File: src/rtl/rr_arb_mux.sv
// rr_arb_mux: N-input round-robin arbitrated mux with valid/ready on every
// channel and a one-deep registered output stage.
// Optional feature macro: RR_ARB_MUX_LOCK_EN (packet lock using in_last/out_last).
module rr_arb_mux #(
    parameter int WIDTH      = 8,
    parameter int NUM_INPUTS = 4,
    parameter int SEL_W      = $clog2(NUM_INPUTS)
) (
    input  logic                  clk,
    input  logic                  reset,
    input  logic [NUM_INPUTS-1:0] in_valid,
    input  logic [WIDTH-1:0]      in_data [NUM_INPUTS-1:0],
    output logic [NUM_INPUTS-1:0] in_ready,
`ifdef RR_ARB_MUX_LOCK_EN
    input  logic [NUM_INPUTS-1:0] in_last,
    output logic                  out_last,
`endif
    output logic                  out_valid,
    output logic [WIDTH-1:0]      out_data,
    output logic [SEL_W-1:0]      out_sel,
    input  logic                  out_ready
);

    logic                  r_out_valid;
    logic [WIDTH-1:0]      r_out_data;
    logic [SEL_W-1:0]      r_out_sel;
    logic [SEL_W-1:0]      r_ptr;

    logic                  w_load;
    logic                  w_any;
    logic [SEL_W-1:0]      w_idx;
    logic [NUM_INPUTS-1:0] w_gnt;
    logic [SEL_W-1:0]      w_ptr_nxt;

`ifdef RR_ARB_MUX_LOCK_EN
    logic                  r_locked;
    logic [SEL_W-1:0]      r_lock_sel;
    logic                  r_out_last;
`endif

    // Fold ptr+offset back into 0..NUM_INPUTS-1 without relying on a power-of-two width.
    function automatic logic [SEL_W-1:0] f_wrap(input int v);
        return SEL_W'((v >= NUM_INPUTS) ? (v - NUM_INPUTS) : v);
    endfunction

    assign w_load = !r_out_valid | out_ready;

    // First valid channel at or after the priority pointer; a held lock overrides the scan.
    always_comb begin
        w_any = 1'b0;
        w_idx = '0;
        for (int k = 0; k < NUM_INPUTS; k++) begin
            if (!w_any && in_valid[f_wrap(int'(r_ptr) + k)]) begin
                w_any = 1'b1;
                w_idx = f_wrap(int'(r_ptr) + k);
            end
        end
`ifdef RR_ARB_MUX_LOCK_EN
        if (r_locked) begin
            w_any = in_valid[r_lock_sel];
            w_idx = r_lock_sel;
        end
`endif
    end

    // One-hot grant; ready is suppressed while stalled or in reset.
    always_comb begin
        w_gnt = '0;
        for (int i = 0; i < NUM_INPUTS; i++) begin
            w_gnt[i] = w_any & (w_idx == SEL_W'(i));
        end
        in_ready = (reset | !w_load) ? '0 : w_gnt;
    end

    assign w_ptr_nxt = (w_idx == SEL_W'(NUM_INPUTS - 1)) ? '0 : w_idx + SEL_W'(1);

    // Output register and arbitration state: load on transfer, drain when idle, hold on stall.
    always_ff @(posedge clk) begin
        if (reset) begin
            r_out_valid <= 1'b0;
            r_out_data  <= '0;
            r_out_sel   <= '0;
            r_ptr       <= '0;
`ifdef RR_ARB_MUX_LOCK_EN
            r_locked    <= 1'b0;
            r_lock_sel  <= '0;
            r_out_last  <= 1'b0;
`endif
        end else if (w_load) begin
            if (w_any) begin
                r_out_valid <= 1'b1;
                r_out_data  <= in_data[w_idx];
                r_out_sel   <= w_idx;
`ifdef RR_ARB_MUX_LOCK_EN
                r_out_last  <= in_last[w_idx];
                r_locked    <= !in_last[w_idx];
                r_lock_sel  <= w_idx;
                // Rotation only moves on once the packet is complete.
                if (in_last[w_idx]) r_ptr <= w_ptr_nxt;
`else
                r_ptr       <= w_ptr_nxt;
`endif
            end else begin
                r_out_valid <= 1'b0;
            end
        end
    end

    assign out_valid = r_out_valid;
    assign out_data  = r_out_data;
    assign out_sel   = r_out_sel;
`ifdef RR_ARB_MUX_LOCK_EN
    assign out_last  = r_out_last;
`endif

endmodule

File: config.mk
export PLATFORM = sky130hd
export DESIGN_NAME = rr_arb_mux
export DESIGN_NICKNAME = d
export VERILOG_FILES = /design/src/rtl/rr_arb_mux.sv
export SDC_FILE = /design/constraint.sdc
export NUM_CORES = 1
export LEC_CHECK = 0
export BUFFER_PORTS_ARGS = -buffer_cell sky130_fd_sc_hd__clkbuf_2
export CAP_MARGIN = 20
export CELL_PAD_IN_SITES_DETAIL_PLACEMENT = 0
export CELL_PAD_IN_SITES_GLOBAL_PLACEMENT = 2
export CORE_MARGIN = 5
export CORE_UTILIZATION = 24
export CTS_BUF_LIST = sky130_fd_sc_hd__clkbuf_2 sky130_fd_sc_hd__clkbuf_4 sky130_fd_sc_hd__clkbuf_8
export CTS_CLUSTER_SIZE = 14
export DETAILED_ROUTE_END_ITERATION = 12
export PLACE_DENSITY_LB_ADDON = 0.1
export SLEW_MARGIN = 15
export SYNTH_ARGS = -nofsm -noshare
export SYNTH_HDL_FRONTEND = slang
export SYNTH_SLANG_ARGS = --single-unit
File: constraint.sdc
create_clock -name clk -period 6.2 [get_ports clk]
set_input_delay 1.86 -clock clk [delete_from_list [all_inputs] [get_ports clk]]
set_output_delay 1.86 -clock clk [all_outputs]
set_load 0.01 [all_outputs]
==> results of run 1 <==
==> critical path, delay by kind of cell <==
kind	cells	cell delay, ns
simple gates	5	1.19
buf+inv	2	0.31
==> final cells by class <==
type,count,area [sq um]
flip-flops and latches,13,260
inverters,3,11.3
multi-input cells,75,517
repair buffers,53,265
fillers,373,2200
well taps,46,57.6
clock buffers,4,30.0
==> path summary, 6_finish.rpt <==
path	start	end	slack, ns	cells after the start
setup reg to reg	r_ptr[1]	r_ptr[1]	4.41	6
hold reg to reg	out_data[2]	out_data[2]	0.48	2
setup / recovery	in_valid[0]	in_ready[2]	0.98	7
hold / removal	out_data[2]	out_data[2]	0.48	2
==> power by group <==
group          switching (mW)  leakage (nW)  total (mW)  internal [mW]
registers             0.00844         0.108       0.104         0.0953
clock network          0.0280        0.0184      0.0573         0.0293
logic                  0.0461         0.390      0.0849         0.0388
==> through the flow <==
stage | cells | worst slack [ns]
3_5_place_dp | 190 | 0.955
4_1_cts | 194 | 0.950
2_1_floorplan | 95 | 1.42
3_3_place_gp | 190 | 0.996
6_report | 194 | 0.983
5_1_grt | 194 | 0.768
==> state kept, by name, summed over array words and instances, names as in the netlist <==
signal,cells
out_sel,2
r_ptr,2
out_data,8
out_valid,1
==> cells in the final DEF (no fill, tap or decap), drive strengths merged <==
master	netlist	layout
clkbuf	0	57
nand3	1	1
nor2b	1	1
a22oi	8	8
a21oi	9	9
nor2	7	7
nor4	1	1
o22ai	1	1
o21ai	2	2
o2bb2ai	1	1
dfxtp	13	13
nand2b	4	4
o2bb2a	1	1
a211oi	2	2
ha	1	1
nand2	14	14
inv	3	3
and2	1	1
nor3	2	2
o211ai	10	10
mux2i	9	9
==> layer usage <==
layer  up-vias  routed length [um]
met1       383                1090
met2        37                1150
met3         2                 228
met4         0                  13
met5         -                   0
li1        460                   -
==> cell families (layout without fill, tap and decap cells) <==
group / count (synthesis) / in the layout
compound gates: 34 / 34
mux: 9 / 9
fa+ha+maj: 1 / 1
flops: 13 / 13
simple gates: 31 / 31
buf+inv: 7 / 60
==> Yosys cell counts (all sizes together) <==
cell type / instances / area share, %
a21oi: 9 / 5.5
mux2i: 9 / 11
nor2: 7 / 4.1
and2: 1 / 0.76
a22oi: 8 / 7.3
nor4: 1 / 2.6
nor2b: 1 / 0.76
o21ai: 2 / 1.2
o2bb2a: 1 / 1.2
o22ai: 1 / 0.76
inv: 3 / 1.4
nand2b: 4 / 3.0
buf: 4 / 4.0
o2bb2ai: 1 / 1.1
o211ai: 10 / 9.1
ha: 1 / 1.5
nand3: 1 / 0.61
nor3: 2 / 2.6
dfxtp: 13 / 32
nand2: 14 / 6.4
a211oi: 2 / 3.4
==> results.txt, run 1 <==
Outcome -> complete, no violations
Syn avg cell area -> 8.64 sq um
ANT cells -> 0
IR Drop Worst-Case VDD -> 0.000107 V
Net count reported at finish -> 189
Compound-Gate Fraction of Synth Area -> 29.6%
Sequential share of the synthesized area -> 31.7%
Post-CTS Resized -> 0
Dpl cell area -> 0.00111 sq mm
Worst min-delay path class -> reg2reg
Share of layout cells above drive strength 1 -> 41.2%
Power Total -> 0.246 mW
Startpoint type of the worst setup path -> primary input
Cell Rows -> 21
CTS root buffer -> clkbuf_4
Fin crit period -> 5.22 ns
Initial antenna violation count -> 0
Drt first pass iters -> 4
Total Die Area -> 0.00469 sq mm
Crit end category -> primary output
Initial drt markers -> 15
H-tree depth -> 1
Total nets after synthesis -> 135
Cell Area, Synth -> 821 sq um
Inserted Clock Buffers -> 3
GPL Wtd Cong -> 0.704
Worst-path maximum fanout -> 9
Hold Buf Count CTS -> 0
Pin count of the biggest net entering global routing -> 11
Pwr dens -> 216 mW/mm^2
IO Count -> 54
Adder-cell share of the synthesized area -> 1.52%
Antenna Nets Post-Route -> 0
Postcts setup bufs -> 0
Max Slew Vio Count -> 0
RSZ-0062 raised after global routing -> false
Mux cell area share after synthesis -> 11.0%
Crit path DAT -> 3.36 ns
I/O Buffers -> 53
Tcrit/Tclk final -> 84.1%
Sink Count -> 13
Maximum clock frequency -> 192 MHz
Critical Setup Path Class -> in2out
CP max stage cell -> nand2b_1
Actual slew at the worst max-slew pin -> 0.551 ns
YS warnings -> 0
DRC -> 0
Worst-Skew Late Latency -> 0.27 ns
CTS tree -> yes
Slew margin rel. -> 63.1%
Clock transition at path regs -> 0.08 ns
Drt total wl -> 2480 um
Die H -> 68.5 um
Grt met2 use -> 17.5%
Hpwl dp -> 2010 um
Core Util, Final -> 34.2%
Mapped Cells -> 95
Via density -> 4.55
Global-route met1 utilization -> 12.9%
Vias in the first global route -> 822
Simple logic cell fraction of the synthesized area -> 20.9%
Gr busiest metal -> met2
MaxCap Viol Count -> 0
Drt wl/cell -> 12.8 um
Die X -> 68.5 um
Area Overhead vs Synth -> 39.0%
Largest family of logic cells by synthesized area -> compound AO/OA/AOI/OAI gates
M3 GR Usage -> 4.27%
Static leakage -> 0.516 nW
Post-route cell area -> 0.00114 sq mm
Slowest stage delay, CP -> 0.42 ns
Yosys reg bits -> 13
Fin. Hold Viols -> 0
Final setup vio count -> 0
Synth cell types -> 25
First-pass GRT wire length -> 3640 um
Total track usage -> 10.6%
TNS Setup -> 0 ns
Maximum buffer depth of the clock tree -> 2
Clock skew -> 0.00254 ns
CP Data Required Time -> 4.34 ns
Total grt overflow -> 0
Hold WS -> 0.478 ns
Core ar. -> 0.00334 sq mm
Initial core utilization -> 24.6%
CP Cell Sequence -> clkbuf_2 -> nor4_4 -> nand2b_1 -> nor2_1 -> nand2_1 -> nor2_1 -> clkbuf_2
Vias -> 882
XOR/XNOR Fraction of Synth Area -> 0%
(Power assumes the default switching activity.)
==> inputs of run 2 (changes only) <==
ABC_AREA = 1   (was not set)
clock period = 5.4 ns   (was 6.2 ns; I/O delays follow)
==> results.txt, run 2 <==
RR Endpoint -> r_ptr[1]
Post-synth top cells -> 89 x nand2_1, 29 x inv_1, 21 x nand3_1
Post-route cell area -> 0.00163 sq mm
IO Count -> 54
Cell accounting for the most synthesized area -> nand2_1
CP max stage cell -> nor2_2
Dpl cell area -> 0.00158 sq mm
ANT cells -> 0
Mapped Cells -> 217
Static leakage -> 0.983 nW
Maximum buffer depth of the clock tree -> 2
Worst-Skew Late Latency -> 0.24 ns
Cell with the most instances after synthesis -> nand2_1
Worst min-delay path class -> reg2reg
Largest register FFs -> 8
Total track usage -> 11.5%
Tcrit/Tclk final -> 90.7%
Gate power share -> 71.0%
Pwr dens -> 534 mW/mm^2
Cell Area, Synth -> 0.00129 sq mm
Startpoint type of the worst setup path -> primary input
Clock power frac -> 10.3%
Initial drt markers -> 62
Vias -> 1361
Via density -> 4.03
First-pass GRT wire length -> 6780 um
Postcts setup bufs -> 0
Cell Rows -> 26
Share of Yosys cell area claimed by the top area cell type -> 25.9%
Worst Hold Path EP -> out_sel[1]
Die H -> 83.4 um
Synth cell types -> 27
Worst hold stages -> 2
Antenna Nets Post-Route -> 0
CTS root buffer -> clkbuf_8
Die X -> 83.4 um
Sink Count -> 13
Reg2Reg Setup Slack -> 2.77 ns
Yosys reg bits -> 13
Total grt overflow -> 0
RSZ-0062 raised after global routing -> false
Core Util, Final -> 31.4%
Sequential share of the synthesized area -> 20.2%
Inserted Clock Buffers -> 3
Syn avg cell area -> 5.95 sq um
Outcome -> complete, no violations
Actual slew at the worst max-slew pin -> 0.546 ns
Area Overhead vs Synth -> 26.0%
Slew margin rel. -> 63.5%
CP Data Required Time -> 3.78 ns
IR Drop Worst-Case VDD -> 0.000177 V
GPL Wtd Cong -> 0.759
Clock transition at path regs -> 0.05 ns
Drt first pass iters -> 4
CP top delay family -> simple AND/OR/NAND/NOR gates
Share of layout cells above drive strength 1 -> 33.6%
Maximum clock frequency -> 204 MHz
Clock skew -> 0.00255 ns
TNS Setup -> 0 ns
Worst R2R Start -> r_ptr[0]
Pin count of the biggest net entering global routing -> 20
I/O Buffers -> 53
Hpwl dp -> 3130 um
Vias in the first global route -> 1420
MaxCap Viol Count -> 0
YS warnings -> 0
Cell mode on critical path -> inv_1
CTS tree -> yes
Drt total wl -> 3750 um
Net count reported at finish -> 309
H-tree depth -> 1
Prevailing post-synth register cell -> dfxtp_1
Psw -> 0.474 mW
Hold Buf Count CTS -> 0
Final setup vio count -> 0
CP Cell Sequence -> clkbuf_2 -> inv_1 -> nand2_1 -> nand3_2 -> nand2_1 -> inv_2 -> nand3_1 -> nor2_1 -> nor2_2 -> inv_1 -> ha_1 -> inv_1 -> nor2_1 -> clkbuf_2
Post-CTS Resized -> 0
Fin. Hold Viols -> 0
Sequential power share -> 18.7%
Pint -> 0.395 mW
Worst-path maximum fanout -> 12
Total nets after synthesis -> 257
Switching portion of total power -> 54.6%
Post-synth ARST share -> 0%
Placed insts -> 334
Length in cells of the worst reg-to-reg path -> 12
Critical Setup Path Class -> in2out
Slowest stage delay, CP -> 0.44 ns
Non-Filler Instances -> 338
Drt wl/cell -> 11.1 um
Hold Crit Start -> out_sel[1]
Max Slew Vio Count -> 0
Fin crit period -> 4.90 ns
Hold WS -> 0.495 ns
Buf/Inv on CP -> 6
Synth top area cells -> nand2_1 26%, dfxtp_1 20%, inv_1 8.4%, nand3_1 8.1%, nand2_2 7.3%
DRC -> 0
Crit path DAT -> 3.28 ns
Crit end category -> primary output
Number of enable flip-flop cells after synthesis -> 0
Initial antenna violation count -> 0
Total Die Area -> 0.00695 sq mm
Initial core utilization -> 25.0%
Commonest non-fill, non-tap cell in the layout -> nand2_1
Core ar. -> 0.00517 sq mm
Most frequent cells in the layout -> 89 x nand2_1, 53 x clkbuf_2, 29 x inv_1
run 2: cell types whose count changed after synthesis, sizes merged, moves of 7 or more:
| cell | change |
|---|---|
| nand2 | +95 |
| o211ai | -10 |
| nand4 | +9 |
| mux2i | -9 |
| nand3 | +24 |
| inv | +29 |
| a22oi | -8 |
| a21oi | -7 |
run 2: cell families after synthesis:
group,count (synthesis),share of synthesized area [%]
flops,13,20.2
compound gates,9,3.88
simple gates,153,59.1
fa+ha+maj,1,0.969
buf+inv,41,15.9
run 2: power groups by stage:
stage,combinational (mW),clock (mW),sequential [mW]
detailed placement,0.627,0,0.166
global route,0.719,0.101,0.168
global placement,0.639,0,0.167
finish,0.617,0.0893,0.163
CTS,0.630,0.0941,0.164
floorplan,0.519,0,0.165
run 2: how the worst max path moves through the flow:
stage / start / to / slack (ns) / cells after the start
2_1_floorplan: in_valid[0] / in_ready[1] / 1.06 / 11
3_3_place_gp: in_valid[0] / in_ready[3] / 0.52 / 14
3_5_place_dp: in_valid[0] / in_ready[3] / 0.47 / 14
4_1_cts: in_valid[0] / in_ready[3] / 0.47 / 14
5_1_grt: in_valid[0] / in_ready[3] / 0.26 / 14
6_report: in_valid[0] / in_ready[3] / 0.50 / 14
run 2: per-stage QoR:
stage	power, mW	worst slack, ns
5_1_grt	0.989	0.262
3_5_place_dp	0.792	0.468
2_1_floorplan	0.684	1.06
6_report	0.869	0.501
3_3_place_gp	0.806	0.518
4_1_cts	0.889	0.469
run 2: worst min-delay path, stage by stage, from the launching register on:
cell and delay, ns:
dfxtp_1 0.32, nand3_1 0.07, o21ai_1 0.05
run 2: area by class of cell:
type,count,area (sq um)
Clock buffer,4,48.8
Fill cell,597,3550
Inverter,33,124
Multi-Input combinational cell,163,826
Sequential cell,13,260
Tap cell,70,87.6
Timing Repair Buffer,55,280
run 2: per-layer routing:
layer / routed length, um / GRT usage [%]
met1: 1960 / 16.1
met2: 1460 / 16.6
met3: 307 / 3.47
met4: 22 / 3.57
met5: 0 / 0
==> inputs of run 3 (changes only) <==
ABC_AREA = not set   (was 1)
CORE_UTILIZATION = 22   (was 24)
CTS_CLUSTER_DIAMETER = 100   (was not set)
==> results.txt, run 3 (synthesis results as in run 1) <==
Psw -> 0.102 mW
Switching portion of total power -> 32.8%
Tcrit/Tclk final -> 85.0%
DRC -> 0
Maximum buffer depth of the clock tree -> 2
Inserted Clock Buffers -> 3
Drt first pass iters -> 4
Post-CTS Resized -> 0
Initial drt markers -> 15
Vias in the first global route -> 856
Maximum clock frequency -> 218 MHz
Pwr dens -> 263 mW/mm^2
Worst-path maximum fanout -> 9
Final setup vio count -> 0
Register area -> 260 sq um
Slew margin rel. -> 60.4%
Core ar. -> 0.00363 sq mm
Drt total wl -> 2600 um
Commonest non-fill, non-tap cell in the layout -> clkbuf_2
Actual slew at the worst max-slew pin -> 0.591 ns
Total Die Area -> 0.00505 sq mm
Sequential power share -> 38.6%
Static leakage -> 0.533 nW
Area Overhead vs Synth -> 43.1%
Critical Setup Path Class -> in2out
Hpwl dp -> 2140 um
Sink Count -> 13
Dpl cell area -> 0.00113 sq mm
Power Total -> 0.309 mW
I/O Buffers -> 53
Crit path DAT -> 2.97 ns
Drt wl/cell -> 13.1 um
Initial antenna violation count -> 0
Die X -> 71.1 um
ANT cells -> 0
Fin. Hold Viols -> 0
Pin count of the biggest net entering global routing -> 11
Share of layout cells above drive strength 1 -> 42.0%
Worst-Skew Late Latency -> 0.24 ns
First-pass GRT wire length -> 4150 um
Initial core utilization -> 22.6%
Max Slew Vio Count -> 0
Most frequent cells in the layout -> 53 x clkbuf_2, 14 x nand2_1, 13 x dfxtp_1
Via density -> 4.50
Fill cells -> 409
Largest register FFs -> 8
CTS root buffer -> clkbuf_8
Clock transition at path regs -> 0.06 ns
Total track usage -> 10.5%
Cell Rows -> 22
Fin crit period -> 4.59 ns
IO Count -> 54
Postcts setup bufs -> 0
GPL Wtd Cong -> 0.726
Vias -> 891
CTS tree -> yes
Gate power share -> 32.8%
Startpoint type of the worst setup path -> primary input
Worst min-delay path class -> reg2reg
Clock skew -> 0.00703 ns
Outcome -> complete, no violations
Area of the multi-input gates -> 517 sq um
Crit end category -> primary output
Post-route cell area -> 0.00117 sq mm
Hold Buf Count CTS -> 0
H-tree depth -> 1
Clock power frac -> 28.5%
Antenna Nets Post-Route -> 0
Die H -> 71.1 um
TNS Setup -> 0 ns
RSZ-0062 raised after global routing -> false
Total grt overflow -> 0
MaxCap Viol Count -> 0
IR Drop Worst-Case VDD -> 0.000129 V
Net count reported at finish -> 191
Pint -> 0.208 mW
CP Data Required Time -> 3.78 ns
run 3: stage by stage:
stage	cells	worst slack (ns)	util [%]	hold WS, ns
after global routing	198	0.724	32.3	0.506
after detailed placement	194	0.817	31.1	0.459
after floorplan	95	1.10	-	0.481
final	198	0.808	32.3	0.461
after CTS	198	0.809	32.3	0.473
after global placement	194	0.857	31.1	0.458
run 3: worst max-delay path, cell delays in order:
cell and delay [ns]:
clkbuf_2 0.16, nor4_4 0.34, nand2b_1 0.41, nor2_1 0.10, and2_1 0.20, clkbuf_2 0.13
run 3: final cells by class:
class	instances	area share, %
Multi-Input combinational cell	75	44.0
Inverter	3	0.958
Timing Repair Buffer	55	23.9
Sequential cell	13	22.2
Clock inverter	1	0.426
Tap cell	48	5.11
Clock buffer	3	3.51
run 3: metal layers:
metal | part of all wire (%) | GRT usage [%]
met1 | 46 | 13.5
met2 | 46 | 16.4
met3 | 7.6 | 4.26
met4 | 0.66 | 2.51
met5 | 0 | 0
run 3: worst paths after layout:
check	depth (start not counted)	end	startpoint	slack, ns
worst min register to register	2	out_sel[1]	out_sel[1]	0.46
worst max register to register	6	out_data[0]	r_ptr[1]	3.71
worst max-delay path	6	in_ready[3]	in_valid[0]	0.81
worst min-delay path	2	out_sel[1]	out_sel[1]	0.46
run 3: power by group through the flow:
stage          combinational [mW]  sequential [mW]  clock (mW)
6_report                    0.102            0.120      0.0882
5_1_grt                     0.114            0.122      0.0986
4_1_cts                     0.105            0.120      0.0948
3_5_place_dp                0.105            0.122           0
3_3_place_gp                0.104            0.122           0
2_1_floorplan              0.0605            0.124           0
